File: src/rtl/game_pkg.sv
// Shared game action types and the round-robin pick helper used by the
// action scheduler.
package game_pkg;

    typedef enum logic [1:0] {
        ACT_LEFT  = 2'd0,
        ACT_RIGHT = 2'd1,
        ACT_JUMP  = 2'd2,
        ACT_SLIDE = 2'd3
    } action_t;

    localparam int ACTION_W = 2;
    localparam int NUM_ACT  = 4;

    typedef enum logic {
        ST_IDLE     = 1'b0,
        ST_COOLDOWN = 1'b1
    } sched_state_t;

    // First set request at index >= ptr, wrapping around; ACT_LEFT when none.
    function automatic action_t rr_pick(input logic [NUM_ACT-1:0]  req,
                                        input logic [ACTION_W-1:0] ptr);
        action_t             pick;
        logic                found;
        logic [ACTION_W-1:0] idx;
        pick  = ACT_LEFT;
        found = 1'b0;
        for (int i = 0; i < NUM_ACT; i++) begin
            idx = ptr + ACTION_W'(i);
            if (!found && req[idx]) begin
                pick  = action_t'(idx);
                found = 1'b1;
            end
        end
        return pick;
    endfunction

endpackage

File: src/rtl/action_fifo.sv
// Small synchronous FIFO for game actions. Full/empty come from the
// registered occupancy, so a pop never frees room for a push in the same
// cycle, and a push into an empty FIFO shows up on dout one cycle later.
module action_fifo #(
    parameter int  DEPTH = 4,
    parameter type T     = logic [1:0]
) (
    input  logic clk,
    input  logic rst,
    input  logic push,
    input  T     din,
    output logic full,
    input  logic pop,
    output T     dout,
    output logic empty
);

    localparam int PTR_W = $clog2(DEPTH);
    localparam int CNT_W = PTR_W + 1;

    T                 mem [DEPTH];
    logic [PTR_W-1:0] wr_ptr;
    logic [PTR_W-1:0] rd_ptr;
    logic [CNT_W-1:0] count;
    logic             do_push;
    logic             do_pop;

    assign full    = (count == CNT_W'(DEPTH));
    assign empty   = (count == '0);
    assign do_push = push && !full;
    assign do_pop  = pop && !empty;
    assign dout    = mem[rd_ptr];

    // Pointer and occupancy bookkeeping; pointers wrap naturally (DEPTH is 2^n).
    always_ff @(posedge clk) begin
        // NOTE: sequential state uses non-blocking assignments so every
        // register samples pre-edge values regardless of statement order.
        if (rst) begin
            wr_ptr <= '0;
            rd_ptr <= '0;
            count  <= '0;
        end else begin
            if (do_push) wr_ptr <= wr_ptr + 1'b1;
            if (do_pop)  rd_ptr <= rd_ptr + 1'b1;
            case ({do_push, do_pop})
                2'b10:   count <= count + 1'b1;
                2'b01:   count <= count - 1'b1;
                default: count <= count;
            endcase
        end
    end

    // Storage array write port.
    always_ff @(posedge clk) begin
        // NOTE: the storage array is deliberately not reset; occupancy and
        // pointers define which entries are meaningful, and leaving it out
        // of reset lets it map onto plain RAM/register-file cells.
        if (do_push) mem[wr_ptr] <= din;
    end

endmodule

File: src/rtl/action_scheduler.sv
// Turns one-cycle button strobes into an ordered stream of game actions:
// latches strobes as pending bits, arbitrates them round-robin, spaces
// accepted actions by a cooldown, and queues them in a small FIFO behind a
// valid/ready handshake.
// Build option: define ACTION_SCHED_DROP_CNT_EN to enable the saturating
// merged-strobe counter on drop_count; otherwise drop_count is tied to 0.
module action_scheduler
    import game_pkg::*;
#(
    parameter int NUM_BTN         = 4,
    parameter int FIFO_DEPTH      = 4,
    parameter int COOLDOWN_CYCLES = 1_000_000
) (
    input  logic                clk,
    input  logic                rst,
    input  logic [NUM_BTN-1:0]  btn_pulse,
    output logic                act_valid,
    input  logic                act_ready,
    output logic [ACTION_W-1:0] act_code,
    output logic                overflow,
    output logic [7:0]          drop_count
);

    localparam int CD_W = (COOLDOWN_CYCLES > 2) ? $clog2(COOLDOWN_CYCLES) : 1;
    localparam logic [CD_W-1:0] CD_INIT =
        (COOLDOWN_CYCLES > 1) ? CD_W'(COOLDOWN_CYCLES - 2) : '0;

    logic [NUM_BTN-1:0]  pending_q;
    logic [NUM_BTN-1:0]  pending_d;
    logic [NUM_BTN-1:0]  grant_mask;
    logic [NUM_BTN-1:0]  merge;
    logic [ACTION_W-1:0] rr_ptr;
    sched_state_t        state_q;
    sched_state_t        state_d;
    logic [CD_W-1:0]     cd_cnt_q;
    logic [CD_W-1:0]     cd_cnt_d;
    logic                grant;
    action_t             grant_idx;
    logic                fifo_full;
    logic                fifo_empty;
    logic                act_pop;
    action_t             fifo_dout;

    // Arbitration looks only at the registered pending bits.
    assign grant_idx = rr_pick(pending_q, rr_ptr);
    assign grant     = (state_q == ST_IDLE) && (|pending_q) && !fifo_full;

    // Pending update: grant clears its bit, a same-cycle strobe re-sets it,
    // and a strobe on a bit that stays pending is a merge.
    always_comb begin
        // NOTE: every output of this block gets a default first so no path
        // leaves a signal unassigned and no latch is inferred.
        grant_mask = '0;
        if (grant) grant_mask = NUM_BTN'(1) << grant_idx;
        merge     = btn_pulse & pending_q & ~grant_mask;
        pending_d = (pending_q & ~grant_mask) | btn_pulse;
    end

    // Pending bits, round-robin pointer and sticky overflow flag.
    always_ff @(posedge clk) begin
        if (rst) begin
            pending_q <= '0;
            rr_ptr    <= '0;
            overflow  <= 1'b0;
        end else begin
            pending_q <= pending_d;
            if (grant) rr_ptr <= ACTION_W'(grant_idx) + 1'b1;
            if (|merge) overflow <= 1'b1;
        end
    end

    // Cooldown FSM state register.
    always_ff @(posedge clk) begin
        if (rst) begin
            state_q  <= ST_IDLE;
            cd_cnt_q <= '0;
        end else begin
            state_q  <= state_d;
            cd_cnt_q <= cd_cnt_d;
        end
    end

    // Cooldown FSM next state: a grant starts the spacing window, which
    // blocks further grants until the counter has run down to zero.
    always_comb begin
        state_d  = state_q;
        cd_cnt_d = cd_cnt_q;
        case (state_q)
            ST_IDLE: begin
                if (grant && (COOLDOWN_CYCLES > 1)) begin
                    state_d  = ST_COOLDOWN;
                    cd_cnt_d = CD_INIT;
                end
            end
            ST_COOLDOWN: begin
                if (cd_cnt_q == '0) state_d = ST_IDLE;
                else                cd_cnt_d = cd_cnt_q - 1'b1;
            end
            default: state_d = ST_IDLE;
        endcase
    end

`ifdef ACTION_SCHED_DROP_CNT_EN
    logic [7:0] drop_cnt_q;

    // Count cycles with at least one merged strobe, saturating at 255.
    always_ff @(posedge clk) begin
        if (rst) begin
            drop_cnt_q <= '0;
        end else if ((|merge) && (drop_cnt_q != 8'hFF)) begin
            drop_cnt_q <= drop_cnt_q + 8'd1;
        end
    end

    assign drop_count = drop_cnt_q;
`else
    assign drop_count = 8'd0;
`endif

    action_fifo #(
        .DEPTH (FIFO_DEPTH),
        .T     (action_t)
    ) u_fifo (
        .clk   (clk),
        .rst   (rst),
        .push  (grant),
        .din   (grant_idx),
        .full  (fifo_full),
        .pop   (act_pop),
        .dout  (fifo_dout),
        .empty (fifo_empty)
    );

    assign act_valid = !fifo_empty;
    assign act_pop   = act_valid && act_ready;
    assign act_code  = act_valid ? ACTION_W'(fifo_dout) : '0;

endmodule
File: config.mk
export PLATFORM = sky130hd
export DESIGN_NAME = action_scheduler
export DESIGN_NICKNAME = d
export VERILOG_FILES = /design/src/rtl/game_pkg.sv /design/src/rtl/action_fifo.sv /design/src/rtl/action_scheduler.sv
export SDC_FILE = /design/constraint.sdc
export NUM_CORES = 1
export LEC_CHECK = 0
export BUFFER_PORTS_ARGS = -buffer_cell sky130_fd_sc_hd__clkbuf_2
export CAP_MARGIN = 5
export CORE_ASPECT_RATIO = 1.1
export CORE_UTILIZATION = 38
export CTS_CLUSTER_SIZE = 25
export DETAILED_ROUTE_END_ITERATION = 12
export PLACE_DENSITY_LB_ADDON = 0.2
export SLEW_MARGIN = 10
export SYNTH_ARGS = -nofsm -noshare
export SYNTH_HDL_FRONTEND = slang
export SYNTH_HIERARCHICAL = 1
export SYNTH_SLANG_ARGS = --single-unit
File: constraint.sdc
create_clock -name clk -period 5.6 [get_ports clk]
set_input_delay 1.12 -clock clk [delete_from_list [all_inputs] [get_ports clk]]
set_output_delay 1.12 -clock clk [all_outputs]
set_load 0.03 [all_outputs]
# After elaboration in Yosys (flattened, before gate mapping)
# Memories as Yosys holds them, arrays and structs flattened. A register that Yosys moved wholly into a read port is not among the register bits.
# Cells that the tools add are included.
# W data, S select, Z words.
# word_totals
rom_bits,0
latchBits,0
output_inout_bits,12
mem_bits_rw,8
mem_count,1
in_bits,7
elab_cells,81
reg_bits,35
# op_classes
n_reduce_logical,19
div,0
add_sub_neg,9
n_mul,0
magnitude_cmp,4
shifts,1
eq_ne,5
n_bitwise,6
mux,28
# memory_table
memory,depth,width,rd,rd_clocked_by_memory_dff,wr,line_no,text
u_fifo.mem,4,2,1,1,1,action_fifo.sv:21,T mem [DEPTH];
# op_table
op,n
$mux W20,2
$pmux W20 S2,1
$logic_not A20 Y1,1
$sub A20 B1 Y20 const B,1
$mux W2,7
$and A4 B4 Y4,3
$lt A2 B3 Y1 const B,4
$mux W1,11
$add A2 B1 Y2 const B,4
$bmux W1 S2,4
$logic_and A1 B1 Y1,8
$reduce_or A4 Y1,2
$pmux W3 S2,1
$logic_not A1 Y1,5
$add A2 B2 Y2 const B,2
$mux W4,1
$not A4 Y4,1
$or A4 B4 Y4,1
$shl A1 B2 Y4 const A,1
$add A3 B1 Y3 const B,1
$eq A3 B3 Y1 const B,1
$logic_not A3 Y1,1
$sub A3 B1 Y3 const B,1
$eq A2 B1 Y1 const B,1
7 further kinds,7

# Logic depth before layout (Yosys ltp)
# logic_depth
ltp_word,17
mapped_depth,14
depth_no_buf,13

# By module
# Netlist, hierarchy kept.
# by_module_without_submodules
mod,seq_area_each_um2,cells_each,area_each_um2,instances
action_scheduler,560.5,192,1596.5,1
action_fifo,420.4,64,770.7,1

# Least setup slack after synthesis
# Ideal clock, no wire load.
# synth_timing
kind,input -> register
startpoint,input port act_ready
endpoint,register u_fifo.count[2]
setup_ns,0.070
t_arrival_ns,2.580
required_ns,5.530
path_stages,9
path_buffers,0
slack_ns,2.950
path_cell_list,nor2b_1 > o31ai_2 > inv_1 > ha_1 > inv_1 > fa_1 > xor2_1 > or3_1 > a21oi_1
# synth_between
elab_chain_len,4
elab_cells_between_ends,6
classes_between,eq/ne: 2; mux: 1; reduce/logical: 3
# synth_lines
element,line_no,text
"start, declared",action_scheduler.sv:18,"input logic act_ready,"
$logic_and A1 B1 Y1 *,action_scheduler.sv:135,assign act_pop = act_valid && act_ready;
$logic_and A1 B1 Y1 *,action_fifo.sv:31,assign do_pop = pop && !empty;
named net u_fifo.do_pop,action_fifo.sv:26,logic do_pop;
$eq A2 B1 Y1 / $eq A2 B2 Y1 (equally long branches),action_fifo.sv:45,"case ({do_push, do_pop})"
$pmux W3 S2 / $reduce_bool A2 Y1 (equally long branches),n/a,
"end signal, assigned",action_fifo.sv:46,2'b10: count <= count + 1'b1;
"end signal, assigned",action_fifo.sv:47,2'b01: count <= count - 1'b1;
"end signal, assigned",action_fifo.sv:48,default: count <= count;
"end, declared",action_fifo.sv:24,logic [CNT_W-1:0] count;
# The timed path passes the listed nets; every way through them passes the cells marked *.
# A chain may end at the register's enable or synchronous reset.

# Worst setup path in the final report
# layout_timing
startpoint,register u_fifo.count[2]
endpoint,register u_fifo.count[2]
# layout_between
elab_chain_len,6
elab_cells_between_ends,14
classes_between,add/sub: 2; eq/ne: 3; mux: 1; reduce/logical: 8
# layout_lines
element,line_no,text
$eq A3 B3 Y1 *,action_fifo.sv:28,assign full = (count == CNT_W'(DEPTH));
named net fifo_full,action_scheduler.sv:39,logic fifo_full;
$logic_not A1 Y1 *,action_scheduler.sv:46,assign grant = (state_q == ST_IDLE) && (|pending_q) && !fifo_full;
$logic_and A1 B1 Y1 *,action_scheduler.sv:46,
named net grant,action_scheduler.sv:37,logic grant;
$logic_and A1 B1 Y1 *,action_fifo.sv:30,assign do_push = push && !full;
$eq A2 B1 Y1 / $eq A2 B2 Y1 (equally long branches),action_fifo.sv:45,
$pmux W3 S2 / $reduce_bool A2 Y1 (equally long branches),n/a,
# Marks and branches as above.

==> metrics.md <==
| Metric | Value |
|---|---|
| Status | finished, final reports clean |
| Seq cells post-synth | 45 |
| RSZ-0062 raised after global routing | false |
| First-pass GRT wire length | around 7700 um |
| VDD IR max | 0.128 mV |
| Buffers and inverters on the worst path | 4 |
| Seq/Total Area, Yosys | 41.4% |
| Crit path to | u_fifo/count[2] |
| Postcts setup bufs | 0 |
| Area Overhead vs Synth | 6.66% |
| DR vias | 1738 |
| Vias in the first global route | 1701 |
| Worst Path Required | 5.82 ns |
| Chip width | 77.3 um |
| CTS sink count | 45 |
| PwrDens | 394 nW/um2 |
| Synth warn | 6 |
| Routed wire per std cell | about 13 um |
| Crit path largest cell delay | 0.49 ns |
| Top delay family on crit path | simple AND/OR/NAND/NOR gates |
| Clock tree buffer depth | 2 |
| CTS Buf Count | 5 |
| Vias per cell | 5.11 |
| Cell count of the worst reg-to-reg path | 13 |
| Die Ht | 84.8 um |
| Avg Cell Area, Syn | 9.25 um2 |
| Fillcell total | 600 |
| # nets final | between 200 and 300 |
| Most frequent cells in the layout | 37 x dfxtp_1, 28 x nor2_1, 21 x a21oi_1 |
| Post-DP HPWL | 3170 um |
| Layout Utilization | 43.0% |
| Num rows | 29 |
| Cell accounting for the most synthesized area | dfxtp_1 |
| Slew Limit Fails | 0 |
| Root buf cell | clkbuf_8 |
| DRC | 0 |
| Number of nets still failing antenna checks after routing | 0 |
| Commonest non-fill, non-tap cell in the layout | dfxtp_1 |
| Placer Congestion | 0.795 |
| Final period util | a little under three fifths |
| Reg-to-Reg Start | u_fifo/count[2] |
| Later-pin clock latency in the skew report | 0.30 ns |
| CP startpoint | u_fifo/count[2] |
| Hold Startpoint | u_fifo/rd_ptr[1] |
| I/O pins | 19 |
| Dpl cell area | 2430 um2 |
| Largest net degree at the start of global routing | 32 |
| Top_reg_cell synth | dfxtp_1 |
| CP Capture Type | register |
| CTS tree | yes |
| Reg2reg end | u_fifo/count[2] |
| Starting Density | 40.3% |
| Core area | 5880 um2 |
| Synth Cell Area | between 2000 and 2500 um2 |
| R2r setup slk | 2.50 ns |
| Drt pass-1 iters | 4 |
| Setup_tns | 0 ns |
| Post-synth EDFFs | 8 |
| Slowest-stage cell, CP | nand2b_1 |
| Post-cts resize count | 0 |
| Hold Crit Class | register to register |
| Final Cell Area | about 2500 um2 |
| CTS Hold Bufs | 0 |
| Slew @ Worst Pin | between 0.8 and 0.9 ns |
| Max FO, Critical Path | 16 |
| P_leak | 0.948 nW |
| Die Footprint | 6550 um2 |
| Initial DRC count | 56 |
| Critical-path cell list | nor3b_2, nor2_1, nand2b_1, inv_1, inv_1, nor2_1, inv_1, ha_1, inv_1, fa_1, xor2_1, or3_1, a21oi_1 |
| Final setup viols | 0 |
| GRT Overall Usage | 14.5% |
| Leading post-synthesis cells by cell area | dfxtp_1 31%, edfxtp_1 10%, ha_1 5.8% |
| GRT overflow | 0 |
| Crit path DAT | 3.32 ns |
| Clk slew on worst S/H paths | around 0.090 ns |
| Fin Clk Skew | roughly 0.0049 ns |
| Initial antenna violation count | 0 |
| Count of final hold-check violations | 0 |
| Post-synth ARST share | 0% |
| Synth top area share | 31.3% |
| Slew Limit Headroom | 44.9% |
| Highest Clock Rate | between 0.3 and 0.4 GHz |
| Critical path depth | 13 |
| Critical path launch point type | register |
| CTS H-Tree Depth | 2 |
| Total routed wirelength | 4260 um |
| Worst path most repeated cell | inv_1 |
| ANT cells | 0 |
| Post-synth cell types | 49 |
| Share of layout cells above drive strength 1 | 12.5% |
| CP Class | register to register |
| Gate Count Post-Synth | 256 |
| IO buf count | 10 |
| Crit path time final | 3.10 ns |
| Max-Cap Viols | 0 |
stage by stage:
step	hold slack, ns	cells	power [mW]	setup slack, ns
2_1_floorplan	0.457	263	0.733	2.95
3_3_place_gp	0.477	332	0.800	2.58
3_5_place_dp	0.484	332	0.805	2.51
4_1_cts	0.498	340	1.01	2.48
5_1_grt	0.541	340	1.08	2.14
6_report	0.501	340	0.995	2.50
worst min-delay path: stages, from the launching register on:
cell and delay, ns:
dfxtp_1 0.31, o21ai_0 0.07, a21oi_1 0.07
routing by layer:
layer	vias to the layer above	wire length, um	track usage, %
li1	889	-	-
met5	-	0	0
met4	0	61	4.63
met3	6	134	3.26
met2	29	2100	24.7
met1	814	1960	18.1
state kept, by name, indices dropped and copies added (netlist names), named ones only:
name and flops:
cd_cnt_q 20, u_fifo/mem 8, pending_q 4, u_fifo/count 3, rr_ptr 2, u_fifo/rd_ptr 2
u_fifo/wr_ptr 2, overflow 1, state_q 1
worst min path at each step:
stage	endpoint	slack (ns)	cells after the start
3_3_place_gp	u_fifo/rd_ptr[1]	0.48	2
5_1_grt	register	0.54	2
3_5_place_dp	u_fifo/rd_ptr[1]	0.48	2
2_1_floorplan	cd_cnt_q[11]	0.46	2
4_1_cts	u_fifo/rd_ptr[1]	0.50	2
6_report	u_fifo/rd_ptr[1]	0.50	2
area by class of cell:
cell class / instances / area (um2) / share of cell area [%]
Tap cell: 77 / 96.3 / 3.82
Inverter: 17 / 63.8 / 2.53
Clock inverter: 3 / 22.5 / 0.892
Sequential cell: 45 / 981 / 38.9
Multi-Input combinational cell: 183 / 1240 / 49.2
Clock buffer: 5 / 68.8 / 2.73
Timing Repair Buffer: 10 / 50.0 / 1.98
power by group:
part           switching, mW  total, mW  internal, mW
logic                  0.217      0.345         0.128
registers             0.0594      0.448         0.389
clock network          0.114      0.201        0.0875
synthesized netlist by cell type, types with 2 or more instances:
master    number
nand4_1        2
o211ai_1       6
o21ai_0        6
or4_1          4
mux4_2         2
nand2_1       14
nor2b_1        3
nor2_1        28
xnor2_1        5
buf_4          8
nand3_1        3
a21boi_0       3
or2_2          2
nor4_2         2
dfxtp_1       37
or3_1          5
a21oi_1       21
nand2b_1       6
nor4_4         2
edfxtp_1       8
nor4_1         7
clkbuf_1       7
mux2i_1        2
ha_1          11
a31oi_1        3
nor3_1         6
xor2_1        12
and2_1         4
inv_1         17
cells by family after synthesis:
logic type | after synthesis | share of synthesized area, %
AO/OA/AOI/OAI | 49 | 12.9
XOR/XNOR | 17 | 6.29
adder cells (fa/ha/maj) | 12 | 6.66
buffers and inverters | 35 | 7.19
flip-flops | 45 | 41.4
multiplexers | 4 | 2.75
other | 1 | 0.158
AND/OR/NAND/NOR | 93 | 22.6
Note: power is estimated with default switching activity, not from simulation.
